`src/rtl/cpu_types_pkg.sv`:
```
// Shared CPU types: sequential ALU opcodes, FSM states, iterative-op helper.
// SEQ_ALU_DIV_EN adds DIVU/REMU to the set of iterative operations.
package cpu_types_pkg;

    typedef enum logic [3:0] {
        SLL  = 4'd0,
        SRL  = 4'd1,
        SRA  = 4'd2,
        ADD  = 4'd3,
        SUB  = 4'd4,
        AND  = 4'd5,
        OR   = 4'd6,
        XOR  = 4'd7,
        NOR  = 4'd8,
        SLT  = 4'd9,
        SLTU = 4'd10,
        MULU = 4'd11,
        DIVU = 4'd12,
        REMU = 4'd13
    } seqaluop_t;

    typedef enum logic [1:0] {
        IDLE,
        EXEC,
        DONE
    } seq_alu_state_t;

    function automatic logic is_iter_op(seqaluop_t o);
`ifdef SEQ_ALU_DIV_EN
        return (o == MULU) || (o == DIVU) || (o == REMU);
`else
        return (o == MULU);
`endif
    endfunction

endpackage

```
`src/rtl/seq_alu_iter.sv`:
```
// Shared shift-register engine: shift-add multiply, restoring divide.
// Divide datapath exists only when SEQ_ALU_DIV_EN is defined.
import cpu_types_pkg::*;

module seq_alu_iter #(
    parameter int WIDTH = 32
) (
    input  logic             clk,
    input  logic             rst,
    input  logic             start,
`ifdef SEQ_ALU_DIV_EN
    input  logic             div_mode,
`endif
    input  logic [WIDTH-1:0] opa,
    input  logic [WIDTH-1:0] opb,
    output logic             busy,
    output logic             done,
    output logic [WIDTH-1:0] res_lo,
    output logic [WIDTH-1:0] res_hi
);

    localparam int CNT_W = $clog2(WIDTH);

    logic             busy_q, busy_d;
    logic [CNT_W-1:0] cnt_q, cnt_d;
    logic [WIDTH-1:0] lo_q, lo_d;
    logic [WIDTH-1:0] hi_q, hi_d;
    logic [WIDTH-1:0] opb_q, opb_d;
    logic [WIDTH:0]   mul_sum;
    logic [WIDTH-1:0] step_lo, step_hi;
`ifdef SEQ_ALU_DIV_EN
    logic             div_q, div_d;
    logic [WIDTH:0]   shifted, trial;
`endif

    // One iteration step; results of the final step are taken directly.
    always_comb begin
        mul_sum = {1'b0, hi_q} + (lo_q[0] ? {1'b0, opb_q} : '0);
        step_hi = mul_sum[WIDTH:1];
        step_lo = {mul_sum[0], lo_q[WIDTH-1:1]};
`ifdef SEQ_ALU_DIV_EN
        shifted = {hi_q, lo_q[WIDTH-1]};
        trial   = shifted - {1'b0, opb_q};
        if (div_q) begin
            if (!trial[WIDTH]) begin
                step_hi = trial[WIDTH-1:0];
                step_lo = {lo_q[WIDTH-2:0], 1'b1};
            end else begin
                step_hi = shifted[WIDTH-1:0];
                step_lo = {lo_q[WIDTH-2:0], 1'b0};
            end
        end
`endif
    end

    always_comb begin
        busy_d = busy_q;
        cnt_d  = cnt_q;
        lo_d   = lo_q;
        hi_d   = hi_q;
        opb_d  = opb_q;
`ifdef SEQ_ALU_DIV_EN
        div_d  = div_q;
`endif
        if (start) begin
            busy_d = 1'b1;
            cnt_d  = CNT_W'(WIDTH - 1);
            lo_d   = opa;
            hi_d   = '0;
            opb_d  = opb;
`ifdef SEQ_ALU_DIV_EN
            div_d  = div_mode;
`endif
        end else if (busy_q) begin
            lo_d  = step_lo;
            hi_d  = step_hi;
            cnt_d = cnt_q - 1'b1;
            if (cnt_q == '0) begin
                busy_d = 1'b0;
            end
        end
    end

    always_ff @(posedge clk) begin
        if (rst) begin
            busy_q <= 1'b0;
            cnt_q  <= '0;
            lo_q   <= '0;
            hi_q   <= '0;
            opb_q  <= '0;
`ifdef SEQ_ALU_DIV_EN
            div_q  <= 1'b0;
`endif
        end else begin
            busy_q <= busy_d;
            cnt_q  <= cnt_d;
            lo_q   <= lo_d;
            hi_q   <= hi_d;
            opb_q  <= opb_d;
`ifdef SEQ_ALU_DIV_EN
            div_q  <= div_d;
`endif
        end
    end

    assign busy   = busy_q;
    assign done   = busy_q && (cnt_q == '0);
    assign res_lo = step_lo;
    assign res_hi = step_hi;

endmodule

```
`src/rtl/seq_alu.sv`:
```
// Handshaked execute-stage ALU with iterative unsigned multiply.
// Define SEQ_ALU_DIV_EN to add DIVU/REMU (restoring divide).
import cpu_types_pkg::*;

module seq_alu #(
    parameter int WIDTH   = 32,
    parameter int SHAMT_W = 5
) (
    input  logic             CLK,
    input  logic             RST,
    input  logic             in_valid,
    output logic             in_ready,
    input  logic [3:0]       op,
    input  logic [WIDTH-1:0] porta,
    input  logic [WIDTH-1:0] portb,
    output logic             out_valid,
    input  logic             out_ready,
    output logic [WIDTH-1:0] out,
    output logic [WIDTH-1:0] out_hi,
    output logic             negative,
    output logic             zero,
    output logic             overflow,
    output logic             div0
);

    seq_alu_state_t   state_q, state_d;
    seqaluop_t        op_q, op_d;
    logic [WIDTH-1:0] a_q, a_d, b_q, b_d;
    logic [WIDTH-1:0] out_q, out_d, out_hi_q, out_hi_d;
    logic             neg_q, neg_d, zero_q, zero_d;
    logic             ovf_q, ovf_d, div0_q, div0_d;

    logic             accept, iter_start, iter_busy, iter_done;
    logic [WIDTH-1:0] iter_lo, iter_hi;
    logic [WIDTH-1:0] sum, diff, res_lo, res_hi;
    logic             res_ovf, res_div0;
    logic [SHAMT_W-1:0] shamt;

    assign accept     = in_valid && (state_q == IDLE);
    assign iter_start = accept && is_iter_op(seqaluop_t'(op));

    seq_alu_iter #(.WIDTH(WIDTH)) u_iter (
        .clk      (CLK),
        .rst      (RST),
        .start    (iter_start),
`ifdef SEQ_ALU_DIV_EN
        .div_mode (seqaluop_t'(op) != MULU),
`endif
        .opa      (porta),
        .opb      (portb),
        .busy     (iter_busy),
        .done     (iter_done),
        .res_lo   (iter_lo),
        .res_hi   (iter_hi)
    );

    always_ff @(posedge CLK) begin
        if (RST) begin
            state_q <= IDLE;
        end else begin
            state_q <= state_d;
        end
    end

    always_comb begin
        state_d = state_q;
        unique case (state_q)
            IDLE: if (accept) state_d = EXEC;
            EXEC: if (!is_iter_op(op_q) || (iter_busy && iter_done)) state_d = DONE;
            DONE: if (out_ready) state_d = IDLE;
            default: state_d = IDLE;
        endcase
    end

    always_comb begin
        in_ready  = (state_q == IDLE);
        out_valid = (state_q == DONE);
        out       = out_q;
        out_hi    = out_hi_q;
        negative  = neg_q;
        zero      = zero_q;
        overflow  = ovf_q;
        div0      = div0_q;
    end

    always_comb begin
        op_d = op_q;
        a_d  = a_q;
        b_d  = b_q;
        if (accept) begin
            op_d = seqaluop_t'(op);
            a_d  = porta;
            b_d  = portb;
        end
    end

    always_comb begin
        shamt    = b_q[SHAMT_W-1:0];
        sum      = a_q + b_q;
        diff     = a_q - b_q;
        res_lo   = '0;
        res_hi   = '0;
        res_ovf  = 1'b0;
        res_div0 = 1'b0;
        case (op_q)
            SLL:  res_lo = a_q << shamt;
            SRL:  res_lo = a_q >> shamt;
            SRA:  res_lo = $signed(a_q) >>> shamt;
            ADD: begin
                res_lo  = sum;
                res_ovf = (a_q[WIDTH-1] == b_q[WIDTH-1]) &&
                          (sum[WIDTH-1] != a_q[WIDTH-1]);
            end
            SUB: begin
                res_lo  = diff;
                res_ovf = (a_q[WIDTH-1] != b_q[WIDTH-1]) &&
                          (diff[WIDTH-1] != a_q[WIDTH-1]);
            end
            AND:  res_lo = a_q & b_q;
            OR:   res_lo = a_q | b_q;
            XOR:  res_lo = a_q ^ b_q;
            NOR:  res_lo = ~(a_q | b_q);
            SLT:  res_lo = {{(WIDTH-1){1'b0}}, $signed(a_q) < $signed(b_q)};
            SLTU: res_lo = {{(WIDTH-1){1'b0}}, a_q < b_q};
            MULU: begin
                res_lo = iter_lo;
                res_hi = iter_hi;
            end
`ifdef SEQ_ALU_DIV_EN
            // Zero divisor: quotient all ones, remainder is the dividend.
            DIVU, REMU: begin
                res_div0 = (b_q == '0);
                res_lo   = res_div0 ? '1 : iter_lo;
                res_hi   = res_div0 ? a_q : iter_hi;
                if (op_q == REMU) begin
                    res_lo = res_div0 ? a_q : iter_hi;
                    res_hi = res_div0 ? '1 : iter_lo;
                end
            end
`endif
            default: res_lo = '0;
        endcase
    end

    always_comb begin
        out_d    = out_q;
        out_hi_d = out_hi_q;
        neg_d    = neg_q;
        zero_d   = zero_q;
        ovf_d    = ovf_q;
        div0_d   = div0_q;
        if ((state_q == EXEC) && (state_d == DONE)) begin
            out_d    = res_lo;
            out_hi_d = res_hi;
            neg_d    = res_lo[WIDTH-1];
            zero_d   = (res_lo == '0);
            ovf_d    = res_ovf;
            div0_d   = res_div0;
        end
    end

    always_ff @(posedge CLK) begin
        if (RST) begin
            op_q     <= SLL;
            a_q      <= '0;
            b_q      <= '0;
            out_q    <= '0;
            out_hi_q <= '0;
            neg_q    <= 1'b0;
            zero_q   <= 1'b0;
            ovf_q    <= 1'b0;
            div0_q   <= 1'b0;
        end else begin
            op_q     <= op_d;
            a_q      <= a_d;
            b_q      <= b_d;
            out_q    <= out_d;
            out_hi_q <= out_hi_d;
            neg_q    <= neg_d;
            zero_q   <= zero_d;
            ovf_q    <= ovf_d;
            div0_q   <= div0_d;
        end
    end

endmodule

```
`config.mk`:
```
export PLATFORM = sky130hd
export DESIGN_NAME = seq_alu
export DESIGN_NICKNAME = d
export VERILOG_FILES = /design/src/rtl/cpu_types_pkg.sv /design/src/rtl/seq_alu_iter.sv /design/src/rtl/seq_alu.sv
export SDC_FILE = /design/constraint.sdc
export NUM_CORES = 1
export LEC_CHECK = 0
export CAP_MARGIN = 5
export CORE_ASPECT_RATIO = 0.5
export CORE_MARGIN = 3
export CORE_UTILIZATION = 40
export CTS_CLUSTER_SIZE = 12
export DETAILED_ROUTE_END_ITERATION = 8
export PLACE_DENSITY = 0.61
export SLEW_MARGIN = 20
export SYNTH_ARGS = -nofsm -noshare
export SYNTH_HDL_FRONTEND = slang
export SYNTH_SLANG_ARGS = --single-unit
```
`constraint.sdc`:
```
create_clock -name CLK -period 10 [get_ports CLK]
set_input_delay 1 -clock CLK [delete_from_list [all_inputs] [get_ports CLK]]
set_output_delay 1 -clock CLK [all_outputs]
set_load 0.02 [all_outputs]
```
# --- Yosys cells after proc, flatten, opt, wreduce, memory -nomap -nowiden ---
# Index checks and enable logic that the tools add are counted.
word_totals:
  word_cells: 76
  ff_bits: 239
  output_inout_bits: 70
classes:
  n_shift: 3
  n_mux: 15
  n_eq_ne: 19
  n_lt_le_gt_ge: 2
  n_reduce_logical: 15
  addsub: 4
  bitwise_logic: 4
ops:
  columns: ["op", "n"]
  rows:
  - ["$pmux W32 S12", 1]
  - ["$mux W32", 4]
  - ["$lt A32 B32 Y1", 2]
  - ["$add A32 B33 Y33", 1]
  - ["$add A32 B32 Y32", 1]
  - ["$and A32 B32 Y32", 1]
  - ["$logic_not A32 Y1", 1]
  - ["$not A32 Y32", 1]
  - ["$or A32 B32 Y32", 1]
  - ["$shl A32 B5 Y32", 1]
  - ["$shr A32 B5 Y32", 1]
  - ["$sshr A32 B5 Y32", 1]
  - ["$sub A32 B32 Y32", 1]
  - ["$xor A32 B32 Y32", 1]
  - ["$eq A4 B4 Y1 const B", 5]
  - ["$eq A4 B3 Y1 const B", 4]
  - ["$mux W5", 2]
  - ["$eq A4 B2 Y1 const B", 2]
  - ["$logic_and A1 B1 Y1", 7]
  - ["$mux W2", 3]
  - ["$pmux W2 S3", 1]
  - ["$logic_not A5 Y1", 1]
  - ["$sub A5 B1 Y5 const B", 1]
  - ["$eq A2 B2 Y1 const B", 2]
  - ["12 further kinds", 16]

# --- Longest topological paths before layout ---
depth:
  ltp_word: 8
  mapped_depth: 19

# --- Cells and area by module ---
# A second synthesis with hierarchy kept.
unflattened:
  cells_unflattened: 2967
  area_unflattened_um2: 22447.8
modules_own_cells:
  columns: ["mod", "seq_area_each_um2", "instances", "cells_each", "area_per_inst_um2"]
  rows:
  - ["seq_alu", 2722.6, 1, 2207, 16196.8]
  - ["seq_alu_iter", 2042.0, 1, 760, 6251.0]

# --- Worst setup path before layout ---
# Ideal clock, no wire load.
synth_path:
  kind: "register to register"
  start: "reg b_q[3]"
  end: "reg zero_q (netlist: zero)"
  arrival_time_ps: 5193
  stages_incl_launch_ff: 19
  required_time_ps: 9916
  path_slack_ps: 4723
  n_path_buf: 5
  path_cell_list: "dfxtp_1 buf_2 inv_1 clkbuf_1 buf_1 clkbuf_1 ha_1 clkbuf_1 o311ai_1 o211ai_1 a21o_1 a221oi_1 o21ai_1 nor4b_2 nand3b_1 or4_1 or4b_1 or4_1 o31ai_2"
synth_via:
  elab_chain_cells: 4
  elab_cells_between_ends: 13
  cone_classes: "2 x add/sub; 2 x order compare; 3 x shift; 1 x mux; 4 x bitwise; 1 x reduce/logical"
synth_rtl:
  columns: ["element", "line_no", "text"]
  rows:
  - ["start, declared", "seq_alu.sv:28", "logic [WIDTH-1:0] a_q, a_d, b_q, b_d;"]
  - ["start signal, assigned", "seq_alu.sv:166", "b_q <= '0;"]
  - ["start signal, assigned", "seq_alu.sv:176", "b_q <= b_d;"]
  - ["branches (longest 2 deep; another with $sub A32 B32 Y32)", null, null]
  - ["$pmux W32 S12 *", "seq_alu.sv:105", "case (op_q)"]
  - ["$logic_not A32 Y1 *", "seq_alu.sv:156", "zero_d = (res_lo == '0);"]
  - ["end signal, assigned", "seq_alu.sv:180", "zero_q <= zero_d;"]
  - ["end, declared", "seq_alu.sv:30", "logic neg_q, neg_d, zero_q, zero_d;"]
# Mark *: on every way between the ends.
# A chain may end at the register's enable or synchronous reset.

# --- Worst setup path after layout ---
layout_path:
  start: "reg b_q[4]"
  end: "reg zero_q (netlist: zero)"
# The elaborated chain is that of the path after synthesis.

==> results_dict.tcl <==
set metrics [dict create \
    r2r-start "b_q[4]" \
    status "complete, no violations" \
    clkTransAtPathRegs_ns 0.06 \
    grt.overflow.total 0 \
    synthArstFlopShare 0 \
    pwr-share-seq 0.342 \
    r2r-end "zero" \
    yosysTopAreaCellShare 0.224 \
    syn_area_per_cell_um2 7.70 \
    regToRegSetupSlack_ns 4.07 \
    postSynthCellCount 2763 \
    viasPerCell 6.50 \
    dp_hpwl_um 76000 \
    syn-cell-area_mm2 0.0213 \
    power_leakage_nw 8.81 \
    p_switching_mw 1.18 \
    grtUsageMet3 0.105 \
    cp-start-kind "flop" \
    routed_wl_um 102000 \
    grt_pass1_wl_um 147000 \
    final_cell_area_mm2 0.0239 \
    syn2layout_area_growth_pct 12.6 \
    min_path_type "flop to flop" \
    clkPwrFrac 0.324 \
    path_depth 16 \
    cts_buffers 26 \
    fin_hold_ws_ns 0.454 \
    start_util 0.407 \
    wl_per_cell_um 29.3 \
    path_buf_inv 4 \
    drc 0 \
    layout_setup_ws_ns 4.07 \
    drt-pass1-iter-count 9 \
    rsz0062_at_grt "no" \
    clock_skew_ns 0.0290 \
    yosys_warnings 0 \
    dpl_cell_area_mm2 0.0231 \
    critPathCaptureType "flop" \
    hold_buffers 0 \
    fin_nets 2978 \
    cp_top_family "compound AO/OA/AOI/OAI gates" \
    critical-path-max-stage-delay_ns 0.66 \
    die_x_um 332 \
    use_met2 0.489 \
    hold_depth 2 \
    grt_pass1_vias 20600 \
    fin_setup_tns_ns 0 \
    synth_cell_type_count 103 \
    period_needed_ns 5.93 \
    yosysSeqAreaShare 0.224 \
    syn_nets 2978 \
    clockBufferDepth 3 \
    netlist_top_cells_area "dfxtp_1 22%, ha_1 8.2%, mux2i_1 6.6%" \
    fmax_mhz 169 \
    internal-power_mw 1.86 \
    crit_path_end "zero" \
    p_per_area_mw_per_mm2 127 \
    crit_required_ns 10.50 \
    ios 142 \
    dieHeight_um 169 \
    combPwrFrac 0.335 \
    drive_above_1_share 0.0879 \
    tritoncts "yes" \
    grt_antenna_before_repair 2 \
    slew_viol_final 0 \
    final_util 0.458 \
    slowest_stage "o21ai_1" \
    arrival_ns 6.43 \
    finalCritPeriodShare 0.593 \
    ys.flop_type "dfxtp_1" \
    grt_use_met1 0.519 \
    portBuffers 140 \
    irDropWorstVdd_mv 0.121 \
    vias 22600 \
    ant_nets 0 \
    maxCapViolations 0 \
    ys_ff_latch 238 \
    tightestPinTransition_ns 1.22 \
    post-synth-top-count-cell "nand2_1" \
    swShare 0.387 \
    crit_chain "buf_4 > inv_1 > buf_4 > ha_1 > inv_1 > a21oi_1 > o21ai_1 > a31o_2 > o41ai_1 > a211o_1 > o21ai_0 > o211a_1 > nand4_1 > or4b_1 > or4_1 > o31ai_2" \
    gp_congestion 1.10 \
    worstSkewPairLatency_ns 0.60 \
    cts.sinks 238 \
    hold_viol 0 \
    busiest_layer "met1" \
    synth_edf_count 0 \
    rows 59 \
    critical_path_class "flop to flop" \
    r2r_cells 16 \
    core_area_mm2 0.0523 \
    crit_path_start "b_q[4]" \
    cp_max_fo 33 \
    cts_root_buf "clkbuf_16" \
    synth_commonest_cells "351 x nand2_1, 306 x nor2_1, 246 x a21oi_1, 238 x dfxtp_1, 171 x clkbuf_1" \
    die_area_mm2 0.0561 \
    max_slew_margin 0.186 \
    fillers 5325 \
    grt_max_degree 104 \
    setup_viol 0 \
    htree_levels 1 \
    drt_iter0_markers 3161 \
    synth_top_area_cell "dfxtp_1" \
    postCtsSetupBuffers 0 \
    grtUsageTotal 0.349 \
    post-place-ws_ns 4.40 \
    cts_resized 0 \
]
==> worst min path at each step <==
stage	startpoint	to	slack [ns]
after floorplan	u_iter.opb_q[0]	u_iter.opb_q[0]	0.43
after global placement	u_iter.opb_q[20]	u_iter.opb_q[20]	0.44
after detailed placement	u_iter.opb_q[29]	u_iter.opb_q[29]	0.45
after CTS	u_iter.opb_q[12]	u_iter.opb_q[12]	0.46
after global routing	u_iter.opb_q[11]	u_iter.opb_q[11]	0.47
final	u_iter.opb_q[16]	u_iter.opb_q[16]	0.45
==> layout by cell type, fill, tap and decap left out, types with 21 or more instances in the layout <==
cell type	instances
nand2_1	350
nor2_1	305
a21oi_1	246
dfxtp_1	233
mux2i_1	140
ha_1	140
clkdlybuf4s50_1	139
inv_1	102
o21ai_0	82
a211oi_1	74
buf_4	70
nor3_1	68
mux4_2	58
nand3_1	46
a22oi_1	43
and2_1	40
a21o_1	33
o211ai_1	30
xnor2_1	30
clkbuf_16	26
a31oi_1	24
nand2b_1	23
o22ai_1	23
nand4_1	23
nor2b_1	22
mux2_2	21
==> worst min-delay path, stage by stage, from the launching register on <==
cell     delay, ns
dfxtp_1       0.31
nand2_1       0.05
a21oi_1       0.05
==> routing by layer <==
metal  routed length (um)  share of wire
met1                46800           0.46
met2                40000           0.39
met3                12500           0.12
met4                 2550          0.025
met5                    0              0
==> area by class of cell <==
cell class | instances | area, um^2 | share of cell area
multi-input cells | 2180 | 15100 | 0.632
flip-flops and latches | 238 | 4780 | 0.200
repair buffers | 211 | 1960 | 0.0817
well taps | 701 | 877 | 0.0366
clock buffers | 34 | 691 | 0.0288
inverters | 106 | 398 | 0.0166
clock inverters | 7 | 119 | 0.00496
diodes | 1 | 2.50 | 0.000104
==> power by group through the flow <==
| stage | combinational [mW] | sequential [mW] | clock, mW |
|---|---|---|---|
| after CTS | 0.973 | 1.04 | 1.00 |
| after global placement | 0.975 | 1.06 | 0 |
| final | 1.02 | 1.04 | 0.984 |
| after detailed placement | 0.969 | 1.06 | 0 |
| after global routing | 1.06 | 1.04 | 1.03 |
| after floorplan | 0.606 | 1.04 | 0 |
==> cell families after synthesis <==
group                      share of synthesized area
buffers and inverters                         0.0675
adders and majority gates                     0.0852
other                                       0.000176
DFF                                            0.224
and+or+nand+nor                                0.218
xor gates and xnor gates                      0.0177
muxes                                          0.143
AOI/OAI and AO/OA                              0.245
==> registers in the layout, indices dropped and copies added (netlist names) <==
signal / cells
op_q: 4
out_hi: 32
u_iter.busy: 1
u_iter.opb_q: 32
u_iter.hi_q: 32
a_q: 32
u_iter.lo_q: 32
u_iter.cnt_q: 5
zero: 1
state_q: 2
out: 32
overflow: 1
b_q: 32
==> per-stage QoR <==
stage	total power, mW	std cells
5_1_grt	3.14	3477
3_5_place_dp	2.03	3435
4_1_cts	3.01	3476
2_1_floorplan	1.64	2763
3_3_place_gp	2.03	3435
6_report	3.04	3478
(Power assumes the default switching activity.)
